### src/rtl/rv32i_pkg.sv
// -----------------------------------------------------------------------------
// rv32i_pkg
// Shared RV32I definitions for the load/store unit:
//   - func3 encodings for loads and stores (F3_B, F3_H, F3_W, F3_BU, F3_HU)
//   - lsu_state_t : LSU transaction state machine encoding
//   - acc_size_t  : access width decoded from func3
//   - access_size : func3 -> access width (reserved encodings map to word)
// -----------------------------------------------------------------------------
package rv32i_pkg;

    localparam logic [2:0] F3_B  = 3'b000;
    localparam logic [2:0] F3_H  = 3'b001;
    localparam logic [2:0] F3_W  = 3'b010;
    localparam logic [2:0] F3_BU = 3'b100;
    localparam logic [2:0] F3_HU = 3'b101;

    typedef enum logic [1:0] {
        IDLE = 2'd0,
        REQ  = 2'd1,
        WAIT = 2'd2,
        DONE = 2'd3
    } lsu_state_t;

    typedef enum logic [1:0] {
        SZ_BYTE = 2'd0,
        SZ_HALF = 2'd1,
        SZ_WORD = 2'd2
    } acc_size_t;

    // Byte and halfword come in signed/unsigned flavours; every other
    // encoding (including the reserved ones) is treated as a word access.
    function automatic acc_size_t access_size(input logic [2:0] func3);
        case (func3)
            F3_B, F3_BU: return SZ_BYTE;
            F3_H, F3_HU: return SZ_HALF;
            default:     return SZ_WORD;
        endcase
    endfunction

endpackage

### src/rtl/lsu_load_align.sv
// -----------------------------------------------------------------------------
// lsu_load_align
// Combinational load extraction: selects the byte/halfword addressed by
// addr_lo out of the bus word and sign- or zero-extends it per func3.
// Ports:
//   rsp_data [31:0] in  : raw word returned by the data bus
//   func3    [2:0]  in  : load type (LB/LH/LW/LBU/LHU, reserved -> word)
//   addr_lo  [1:0]  in  : byte offset of the access inside the word
//   rdata    [31:0] out : aligned, extended load result
// -----------------------------------------------------------------------------
module lsu_load_align
    import rv32i_pkg::*;
(
    input  logic [31:0] rsp_data,
    input  logic [2:0]  func3,
    input  logic [1:0]  addr_lo,
    output logic [31:0] rdata
);

    // Move the addressed lane down to bit 0 so extraction is a fixed slice.
    logic [31:0] shifted;
    assign shifted = rsp_data >> {addr_lo, 3'b000};

    always_comb begin
        // NOTE: assign a default before the case so no path leaves rdata
        // unassigned, which would infer a latch.
        rdata = rsp_data;
        case (func3)
            F3_B:    rdata = {{24{shifted[7]}},  shifted[7:0]};
            F3_H:    rdata = {{16{shifted[15]}}, shifted[15:0]};
            F3_BU:   rdata = {24'h0, shifted[7:0]};
            F3_HU:   rdata = {16'h0, shifted[15:0]};
            default: rdata = rsp_data;
        endcase
    end

endmodule

### src/rtl/lsu.sv
// -----------------------------------------------------------------------------
// lsu
// Load/store unit bridging a single-issue core to a valid/ready data bus.
// One access at a time: IDLE latches the request, REQ presents it on the bus,
// WAIT collects a load response, DONE releases the stall for one cycle.
//
// Configuration macro: LSU_MISALIGN_TRAP_EN
//   defined   : misaligned half/word accesses skip the bus and pulse misalign
//               during DONE.
//   undefined : no misalign port; offending low address bits are cleared.
//
// Ports:
//   clk, rst (sync, active-high)
//   core  : mem_read, mem_write, func3[2:0], addr[31:0], wdata[31:0] (in)
//           stall, rdata[31:0], misalign (macro only) (out)
//   bus   : d_req_valid, d_addr[31:0], d_we, d_wstrb[3:0], d_wdata[31:0] (out)
//           d_req_ready, d_rsp_valid, d_rsp_data[31:0] (in)
// -----------------------------------------------------------------------------
module lsu
    import rv32i_pkg::*;
(
    input  logic        clk,
    input  logic        rst,
    input  logic        mem_read,
    input  logic        mem_write,
    input  logic [2:0]  func3,
    input  logic [31:0] addr,
    input  logic [31:0] wdata,
    output logic        stall,
    output logic [31:0] rdata,
`ifdef LSU_MISALIGN_TRAP_EN
    output logic        misalign,
`endif
    output logic        d_req_valid,
    input  logic        d_req_ready,
    output logic [31:0] d_addr,
    output logic        d_we,
    output logic [3:0]  d_wstrb,
    output logic [31:0] d_wdata,
    input  logic        d_rsp_valid,
    input  logic [31:0] d_rsp_data
);

    lsu_state_t  state, state_nxt;
    logic [31:0] addr_q;
    logic [2:0]  func3_q;
    logic [31:0] wdata_q;
    logic        store_q;

    logic        req_in;
    logic        trap_in;
    logic [31:0] addr_eff;
    acc_size_t   size_in;
    acc_size_t   size_q;
    logic [31:0] load_data;

    assign req_in  = mem_read | mem_write;
    assign size_in = access_size(func3);
    assign size_q  = access_size(func3_q);

`ifdef LSU_MISALIGN_TRAP_EN
    logic mis_q;

    assign trap_in  = (size_in == SZ_HALF && addr[0]) ||
                      (size_in == SZ_WORD && addr[1:0] != 2'b00);
    assign addr_eff = addr;
    assign misalign = (state == DONE) && mis_q;
`else
    assign trap_in = 1'b0;

    // Silently align: clear the offset bits the access width cannot use.
    always_comb begin
        addr_eff = addr;
        case (size_in)
            SZ_HALF: addr_eff[0]   = 1'b0;
            SZ_WORD: addr_eff[1:0] = 2'b00;
            default: ;
        endcase
    end
`endif

    // -------------------------------------------------------------------------
    // State register and request capture
    // -------------------------------------------------------------------------
    always_ff @(posedge clk) begin
        // NOTE: sequential state uses non-blocking assignments so every flop
        // samples pre-edge values regardless of statement order.
        if (rst) begin
            state   <= IDLE;
            addr_q  <= '0;
            func3_q <= '0;
            wdata_q <= '0;
            store_q <= 1'b0;
            rdata   <= '0;
`ifdef LSU_MISALIGN_TRAP_EN
            mis_q   <= 1'b0;
`endif
        end else begin
            state <= state_nxt;
            if (state == IDLE && req_in) begin
                addr_q  <= addr_eff;
                func3_q <= func3;
                wdata_q <= wdata;
                // A simultaneous read and write is handled as a store.
                store_q <= mem_write;
`ifdef LSU_MISALIGN_TRAP_EN
                mis_q   <= trap_in;
`endif
            end
            if (state == WAIT && d_rsp_valid) begin
                rdata <= load_data;
            end
        end
    end

    // -------------------------------------------------------------------------
    // Next-state logic
    // -------------------------------------------------------------------------
    always_comb begin
        state_nxt = state;
        case (state)
            IDLE: if (req_in)      state_nxt = trap_in ? DONE : REQ;
            REQ:  if (d_req_ready) state_nxt = store_q ? DONE : WAIT;
            WAIT: if (d_rsp_valid) state_nxt = DONE;
            DONE:                  state_nxt = IDLE;
            default:               state_nxt = IDLE;
        endcase
    end

    // -------------------------------------------------------------------------
    // Bus request outputs; driven from the latched copy so they stay stable
    // while the core or the bus stalls.
    // -------------------------------------------------------------------------
    logic [3:0]  strb_q;
    logic [31:0] store_data_q;

    always_comb begin
        strb_q       = 4'b1111;
        store_data_q = wdata_q;
        case (size_q)
            SZ_BYTE: begin
                strb_q       = 4'b0001 << addr_q[1:0];
                store_data_q = {4{wdata_q[7:0]}};
            end
            SZ_HALF: begin
                strb_q       = 4'b0011 << {addr_q[1], 1'b0};
                store_data_q = {2{wdata_q[15:0]}};
            end
            default: ;
        endcase
    end

    assign d_req_valid = (state == REQ);
    assign d_we        = (state == REQ) && store_q;
    assign d_wstrb     = d_we ? strb_q : 4'b0000;
    assign d_addr      = {addr_q[31:2], 2'b00};
    assign d_wdata     = store_data_q;

    // The core is released only in DONE; outside a request there is nothing
    // to hold.
    assign stall = req_in && (state != DONE);

    lsu_load_align u_load_align (
        .rsp_data (d_rsp_data),
        .func3    (func3_q),
        .addr_lo  (addr_q[1:0]),
        .rdata    (load_data)
    );

endmodule

### config.mk
export PLATFORM = sky130hd
export DESIGN_NAME = lsu
export DESIGN_NICKNAME = d
export VERILOG_FILES = /design/src/rtl/rv32i_pkg.sv /design/src/rtl/lsu_load_align.sv /design/src/rtl/lsu.sv
export SDC_FILE = /design/constraint.sdc
export NUM_CORES = 1
export LEC_CHECK = 0
export BUFFER_PORTS_ARGS = -buffer_cell sky130_fd_sc_hd__clkbuf_2
export CAP_MARGIN = 0
export CORE_ASPECT_RATIO = 1.25
export CORE_MARGIN = 2
export CORE_UTILIZATION = 52
export DETAILED_ROUTE_END_ITERATION = 12
export PLACE_DENSITY_LB_ADDON = 0.3
export SETUP_SLACK_MARGIN = 0.4
export SYNTH_ARGS = -nofsm -noshare
export SYNTH_HDL_FRONTEND = slang
export SYNTH_SLANG_ARGS = --single-unit
export TNS_END_PERCENT = 30
### constraint.sdc
create_clock -name clk -period 3.7 [get_ports clk]
set_input_delay 0.185 -clock clk [delete_from_list [all_inputs] [get_ports clk]]
set_output_delay 0.185 -clock clk [all_outputs]
set_load 0.01 [all_outputs]
# Yosys cells after proc, flatten, opt, wreduce, memory -nomap -nowiden
# Index checks and enable logic that the tools add are counted.
# op_classes
n_shift,3
reduce_logical,14
bitwise,1
n_eq_ne,16
n_mux,13
# ops
cell,n
$pmux 32 s4,1
$pmux 32 s2,1
$shr 32x5->16,1
$eq 3x3->1 const B,4
$reduce_or 2->1,5
$pmux 2 s2,2
$pmux 2 s4,1
$pmux 4 s2,1
$eq 2x1->1 const B,3
$eq 2x2->1 const B,3
$eq 3x1->1 const B,2
$logic_not 3->1,2
$mux 2,3
$ne 2x2->1 const B,3
$logic_and 1x1->1,4
$logic_not 2->1,2
$mux 4,1
$shl 1x2->4 const A,1
$shl 2x2->4 const A,1
$mux 1,3
$reduce_and 3->1,1
$ne 2x1->1 const B,1
$or 1x1->1,1
# totals
out_inout_bits,103
ff_bits,102
inputBits,105
word_cells,53

# Depth between registers and ports, before layout
# Gate-level depths: netlist (run 1).
# logic_depth
ltp_word,6
mapped_depth,7
depth_no_buf,6

# Hierarchy
# From an unflattened synthesis (run 1), not the netlist that was laid out.
# hier_totals
cells_unflattened,667
area_unflattened_um2,5068.6
# modules_own_cells
mod,cells_each,instances,seq_area_each_um2,area_each_um2
lsu,561,1,2042.0,4376.7
lsu_load_align,106,1,0.0,691.9

# Worst setup path after synthesis (run 1)
# OpenSTA, ideal clock, no wires.
# synth_path
kind,register to register
from,register addr_q[1]
to,register rdata[16]
n_path_buf,3
setup_time_ns,0.117
slack_ns,1.970
period_less_slack_ns,1.730
required_ns,3.583
t_arrival_ns,1.613
stages_incl_launch_ff,8
cell_sequence,dfxtp_1 buf_6 mux2_4 or3_1 and4b_1 buf_6 buf_6 o22a_1
# synth_via
elab_chain_len,2
# synth_rtl
element,line_no,source
from (decl),lsu.sv:45,logic [31:0] addr_q;
from (signal assigned),lsu.sv:101,addr_q <= addr_eff;
$shr 32x5->16,lsu_load_align.sv:22,"assign shifted = rsp_data >> {addr_lo, 3'b000};"
$pmux 32 s4,lsu_load_align.sv:28,case (func3)
to (signal assigned),lsu.sv:111,rdata <= load_data;
to (decl),lsu.sv:30,"output logic [31:0] rdata,"
# Every way passes these cells.
# A chain may end at the register's enable or synchronous reset.

# Final worst setup path (run 1)
# layout_path
from,register func3_q[0]
to,output port d_wdata[10]
# layout_via
elab_chain_len,5
word_cells_on_any_way,10
classes_between,eq/ne: 4; mux: 2; reduce/logical: 4
# layout_rtl
element,line_no,source
from (decl),lsu.sv:46,logic [2:0] func3_q;
from (signal assigned),lsu.sv:102,func3_q <= func3;
"$eq 3x1->1, or another cell as far along",rv32i_pkg.sv:33,case (func3)
$reduce_or 2->1,rv32i_pkg.sv:33,
$pmux 2 s2 *,rv32i_pkg.sv:33,
$eq 2x1->1 or $logic_not 2->1 (tied branches),lsu.sv:140,case (size_q)
$pmux 32 s2 *,lsu.sv:140,
to (decl),lsu.sv:39,"output logic [31:0] d_wdata,"
# Mark *: on every way between the ends. The rest lies on a longest branch, timed or not.

==> results.toml, run 1 <==
[outcome]
outcome = "finished, final reports clean"

[global_route]
grtUsageMet3_pct = 3.22
grt_antenna_before_repair = 0
met1_usage_pct = 28.9
overflow = 0
grt_pass1_vias = 4443
top_usage_layer = "met2"
met2_usage_pct = 43.7
grt_pass1_wl_mm = 20.7
grt_usage_pct = 25.0
grt_max_degree = 63

[worst_setup_path]
timing.critical_path.buf_inv = 2
path_max_fanout = 10
cp-start-kind = "flip-flop"
crit_family = "simple AND/OR/NAND/NOR gates"
required_ps = 3510
path_class = "flip-flop to output port"
max_stage_delay_ps = 620
path_cells = "buf_4 > nor2_1 > mux2_2 > clkbuf_2"
worst_setup_path_end_kind = "output port"
critPathArrivalTime_ps = 2160
cpMaxStageDelayCell = "nor2_1"

[synth]
yosysWarnings = 0
synth_cell_types = 36
synth_mux_area_share_pct = 7.74
ys_ff_latch = 102
synthCells = 618
synth_common_cells = "nand2_1 (172), dfxtp_1 (102), a21oi_1 (97), buf_4 (40), clkbuf_1 (31)"
synth_top_area_share_pct = 41.8
synth-edff-count = 0
synthFlopType = "dfxtp_1"
synth_area_leader_cell = "dfxtp_1"
synth_most_common_cell = "nand2_1"
async_reset_ff_share_pct = 0
synthSimpleGateAreaFrac_pct = 16.8
synth-seq-area-share_pct = 41.8
synth_area_sq_mm = 0.00488
synth_top_family_by_area = "compound AO/OA/AOI/OAI gates"
synth_xor_area_share_pct = 0
synth_fa_ha_area_share_pct = 1.28
syn_area_per_cell_sq_um = 7.90
synth_compound_gate_area_share_pct = 20.9
synth_area_leaders = "dfxtp_1 (42%), nand2_1 (13%), a21oi_1 (9.9%), buf_4 (6.2%), mux2_2 (3.7%)"

[clock_tree]
path_clk_slew_ps = 60
clk_latency_ps = 340
cts_root_buffer = "clkbuf_16"
clk_path_buf_depth = 2
cts_tree = "built"
cts_buffers = 9
post-cts-setup-buffers = 0
cts_num_sinks = 102
cts.repair.resized = 0
cts_hold_buf = 0
cts_max_level = 3

[cells_and_area]
nFillCells = 846
design_area_sq_mm = 0.00592
utilization_pct = 64.9
nets = 864
area_delta_synth_final_pct = 21.3
antenna_cells = 0
drive_gt1_share_pct = 32.5

[floorplan]
io_pins = 208
initial_core_util_pct = 53.5
fp.dieH_um = 112
core_sq_mm = 0.00913
die_x_um = 90.7
dieArea_sq_mm = 0.0102
rows = 39

[drt]
drt_iter0_drc = 173
drtPass1Iterations = 4
num_vias = 4679
viasPerCell = 5.31
ant_nets = 0
wl_per_cell_um = 14.7
routed_wirelength_mm = 13.0
route.detailed.drc = 0

[timing]
setup_tns_ps = 0
fin_crit_sh_pct = 63.3
fmax_ghz = 0.427
setup_ws_ps = 1360
worstMarginPinSlew_ps = 786
rsz0062_at_grt = "no"
post-route-min-period_ps = 2340
maxSlewViolCount = 0
setup_violations = 0
relSlewSlack_pct = 47.4
clock_skew_ps = 7.48
hold_viol_final = 0

[placement]
place_ws_ps = 1460
port_buffers = 205
dp_hpwl_mm = 9.66
placed_area_sq_mm = 0.00563
place.gp.congestion = 0.869

[power]
leakagePower_nw = 2.78
powerDensity_mw_per_mm2 = 648
power_mw = 3.84
vdd_drop_max_mv = 0.343

[job]
drv_cap = 0

[min_path]
hold_class = "input port to flip-flop"
-- worst min-delay path, delay by kind of cell --
family,cells,cell delay [ps]
and+or+nand+nor,1,40
AOI/OAI and AO/OA,1,50
buffers and inverters,1,80
-- path summary, 6_finish.rpt --
check | startpoint | endpoint | slack (ps) | cells past startpoint
setup / recovery | func3_q[0]$_SDFFE_PP0P_ | d_wdata[10] | 1360 | 4
hold / removal | wdata[18] | wdata_q[18]$_SDFFE_PP0P_ | 60 | 3
setup reg to reg | addr_q[1]$_SDFFE_PP0P_ | rdata[21]$_SDFFE_PP0P_ | 1440 | 4
hold reg to reg | addr_q[7]$_SDFFE_PP0P_ | addr_q[7]$_SDFFE_PP0P_ | 450 | 2
-- cell type report --
type | instances | area (sq um) | share of cell area, %
Sequential cell | 102 | 2040 | 34.5
Inverter | 15 | 56.3 | 0.951
Timing Repair Buffer | 211 | 1070 | 18.1
Multi-Input combinational cell | 415 | 2300 | 38.9
Clock inverter | 4 | 47.5 | 0.803
Clock buffer | 11 | 243 | 4.10
Tap cell | 123 | 154 | 2.60
-- metal layers --
| metal | part of all wire [%] | vias to the layer above |
|---|---|---|
| met5 | 0 | - |
| met1 | 40 | 2121 |
| li1 | - | 2328 |
| met2 | 50 | 189 |
| met3 | 5.5 | 41 |
| met4 | 4.3 | 0 |
-- sequential cells by signal, summed over array words and instances (netlist names) --
name / flops
addr_q: 32
rdata: 32
wdata_q: 32
func3_q: 3
state: 2
store_q: 1
-- layout by cell type (no fill, tap or decap), types with 2 or more instances in the layout --
| cell | count |
|---|---|
| clkinv_2 | 2 |
| o22ai_1 | 4 |
| nor2_1 | 13 |
| or3_1 | 8 |
| dfxtp_1 | 101 |
| a2bb2oi_1 | 7 |
| nand2_1 | 172 |
| ha_1 | 5 |
| conb_1 | 2 |
| o21ai_0 | 21 |
| nand2b_1 | 4 |
| clkbuf_16 | 9 |
| buf_4 | 7 |
| a21oi_1 | 97 |
| mux2i_1 | 16 |
| o221ai_1 | 10 |
| nand3_1 | 2 |
| o22a_1 | 16 |
| clkbuf_2 | 204 |
| a211oi_1 | 9 |
| mux2_2 | 16 |
| inv_1 | 15 |
-- power by group --
| part | total, mW | switching (mW) | leakage [nW] | internal (mW) |
|---|---|---|---|---|
| logic | 1.40 | 0.848 | 1.80 | 0.556 |
| registers | 1.50 | 0.172 | 0.837 | 1.33 |
| clock network | 0.926 | 0.390 | 0.141 | 0.537 |
| total | 3.84 | 1.41 | 2.78 | 2.43 |
-- metrics by stage --
stage               instances  hold WS, ps
floorplan                 619          321
CTS                       881         59.0
global route              881         70.4
finish                    881         60.9
global placement          866          408
detailed placement        866          415
-- logic make-up after synthesis --
logic type / after synthesis
buffers and inverters: 102
multiplexers: 34
AO/OA/AOI/OAI: 170
flip-flops: 102
adder cells (fa/ha/maj): 5
other: 1
AND/OR/NAND/NOR: 204
Power figures use the tool's default switching activity.
==> run 2, diff against run 1 <==
Settings changed: CORE_UTILIZATION 52 to 48.
Clock period 3.7 ns to 2.4 ns, I/O delays scaled along.
==> results.toml, run 2 (synthesized netlist as in run 1, its figures left out) <==
[outcome]
outcome = "complete, but fails checks"
violations = "negative hold slack"

[cells_and_area]
most-common-layout-cells = "clkbuf_2 (204), nand2_1 (172), dfxtp_1 (100)"
drive_gt1_share_pct = 31.0
area_delta_synth_final_pct = 33.2
design_area_sq_mm = 0.00650
antenna_cells = 0
nets = 920
fin_cells = 943
reg_top3 = "addr_q: 32 flops, rdata: 32 flops, wdata_q: 32 flops"
layout_commonest_cell = "clkbuf_2"

[global_route]
overflow = 0
grt_pass1_vias = 4801
grt_antenna_before_repair = 0
grt_usage_pct = 26.1
grt_pass1_wl_mm = 22.5
grt_max_degree = 64

[clock_tree]
cts_tree = "built"
cts_root_buffer = "clkbuf_16"
cts_max_level = 3
post-cts-setup-buffers = 0
cts_num_sinks = 102
clk_path_buf_depth = 2
cts_buffers = 9
clk_latency_ps = 350
path_clk_slew_ps = 70

[timing]
maxSlewViolCount = 0
fin_crit_sh_pct = 81.1
setup_violations = 0
worstMarginPinSlew_ps = 709
post-route-min-period_ps = 1950
fmax_ghz = 0.514
setup_tns_ps = 0
clock_skew_ps = 5.51
relSlewSlack_pct = 52.6
rsz0062_at_grt = "yes"
hold_slack_ps = -6.68
hold_viol_final = 1

[worst_setup_path]
path_cells = "buf_4 > nor2_1 > buf_4 > mux2_2 > clkbuf_2"
required_ps = 2280
r2r_start = "addr_q[1]$_SDFFE_PP0P_"
cp.depth = 5
r2r_slack_ps = 530
critPathArrivalTime_ps = 1830
max_stage_delay_ps = 520
worstRegToRegCells = 4
path_class = "flip-flop to output port"
timing.critical_path.buf_inv = 3
cp_common_cell = "buf_4"
worst_setup_path_end_kind = "output port"
r2r_end = "rdata[29]$_SDFFE_PP0P_"
crit_family = "buffers and inverters"
cp-start-kind = "flip-flop"
path_max_fanout = 10
cpMaxStageDelayCell = "dfxtp_1"

[floorplan]
dieArea_sq_mm = 0.0110
io_pins = 208
fp.dieH_um = 117
rows = 41
initial_core_util_pct = 48.8
die_x_um = 94.2
core_sq_mm = 0.0100

[drt]
drt_iter0_drc = 216
ant_nets = 0
routed_wirelength_mm = 14.5
num_vias = 5056
wl_per_cell_um = 15.4
route.detailed.drc = 0
viasPerCell = 5.36
drtPass1Iterations = 5

[power]
power_mw = 6.19
powerDensity_mw_per_mm2 = 952
vdd_drop_max_mv = 0.473
leakagePower_nw = 3.03

[placement]
place.gp.congestion = 0.834
dp_hpwl_mm = 9.92
post-place-cells = 878
port_buffers = 205
placed_area_sq_mm = 0.00570

[job]
drv_cap = 0

[min_path]
min_from = "addr[25]"
min_to = "addr_q[25]$_SDFFE_PP0P_"
hold_depth = 3
hold_class = "input port to flip-flop"
## run 2: worst max path at each step
stage	start	endpoint	slack (ps)
5_1_grt	state[0]$_SDFFE_PP0P_	rdata[14]$_SDFFE_PP0P_	350
3_3_place_gp	addr_q[1]$_SDFFE_PP0P_	rdata[19]$_SDFFE_PP0P_	510
2_1_floorplan	addr_q[1]$_SDFFE_PP0P_	rdata[16]$_SDFFE_PP0P_	670
3_5_place_dp	addr_q[1]$_SDFFE_PP0P_	rdata[22]$_SDFFE_PP0P_	410
4_1_cts	addr_q[1]$_SDFFE_PP0P_	rdata[22]$_SDFFE_PP0P_	410
6_report	func3_q[0]$_SDFFE_PP0P_	d_wdata[11]	450
## run 2: routing by layer
| metal | GRT usage (%) | vias to the layer above | wire length, um |
|---|---|---|---|
| li1 | - | 2439 | - |
| met1 | 29.0 | 2349 | 5430 |
| met2 | 46.8 | 224 | 7410 |
| met3 | 5.23 | 44 | 1040 |
| met4 | 14.1 | 0 | 599 |
| met5 | 0 | - | 0 |
## run 2: timing repair
item	in CTS	in global routing
setup endpoints to repair	0	32
hold buffers	50	0
resized for setup	0	1
hold endpoints to repair	50	0
## run 2: where the power goes
group | internal (mW) | switching [mW]
clock | 0.907 | 0.619
combinational | 0.969 | 1.41
sequential | 2.05 | 0.237
total | 3.93 | 2.26
## run 2: tightest hold or removal path: stages
cell,delay (ps)
clkbuf_2,80
nand2_1,50
a21oi_1,50
## run 2: final cells by class
| type | instances | area, sq um |
|---|---|---|
| well taps | 129 | 161 |
| multi-input cells | 415 | 2300 |
| clock inverters | 4 | 72.6 |
| inverters | 15 | 56.3 |
| flip-flops and latches | 102 | 2040 |
| fillers | 891 | 3500 |
| repair buffers | 267 | 1630 |
| clock buffers | 11 | 233 |
## run 2: per-stage QoR
step	utilization (%)	setup slack, ps	hold WS, ps
final	65.0	453	-6.68
after global routing	65.0	353	6.56
after CTS	65.0	410	0.188
after detailed placement	56.9	410	351
after global placement	56.9	511	342
after floorplan	-	670	256
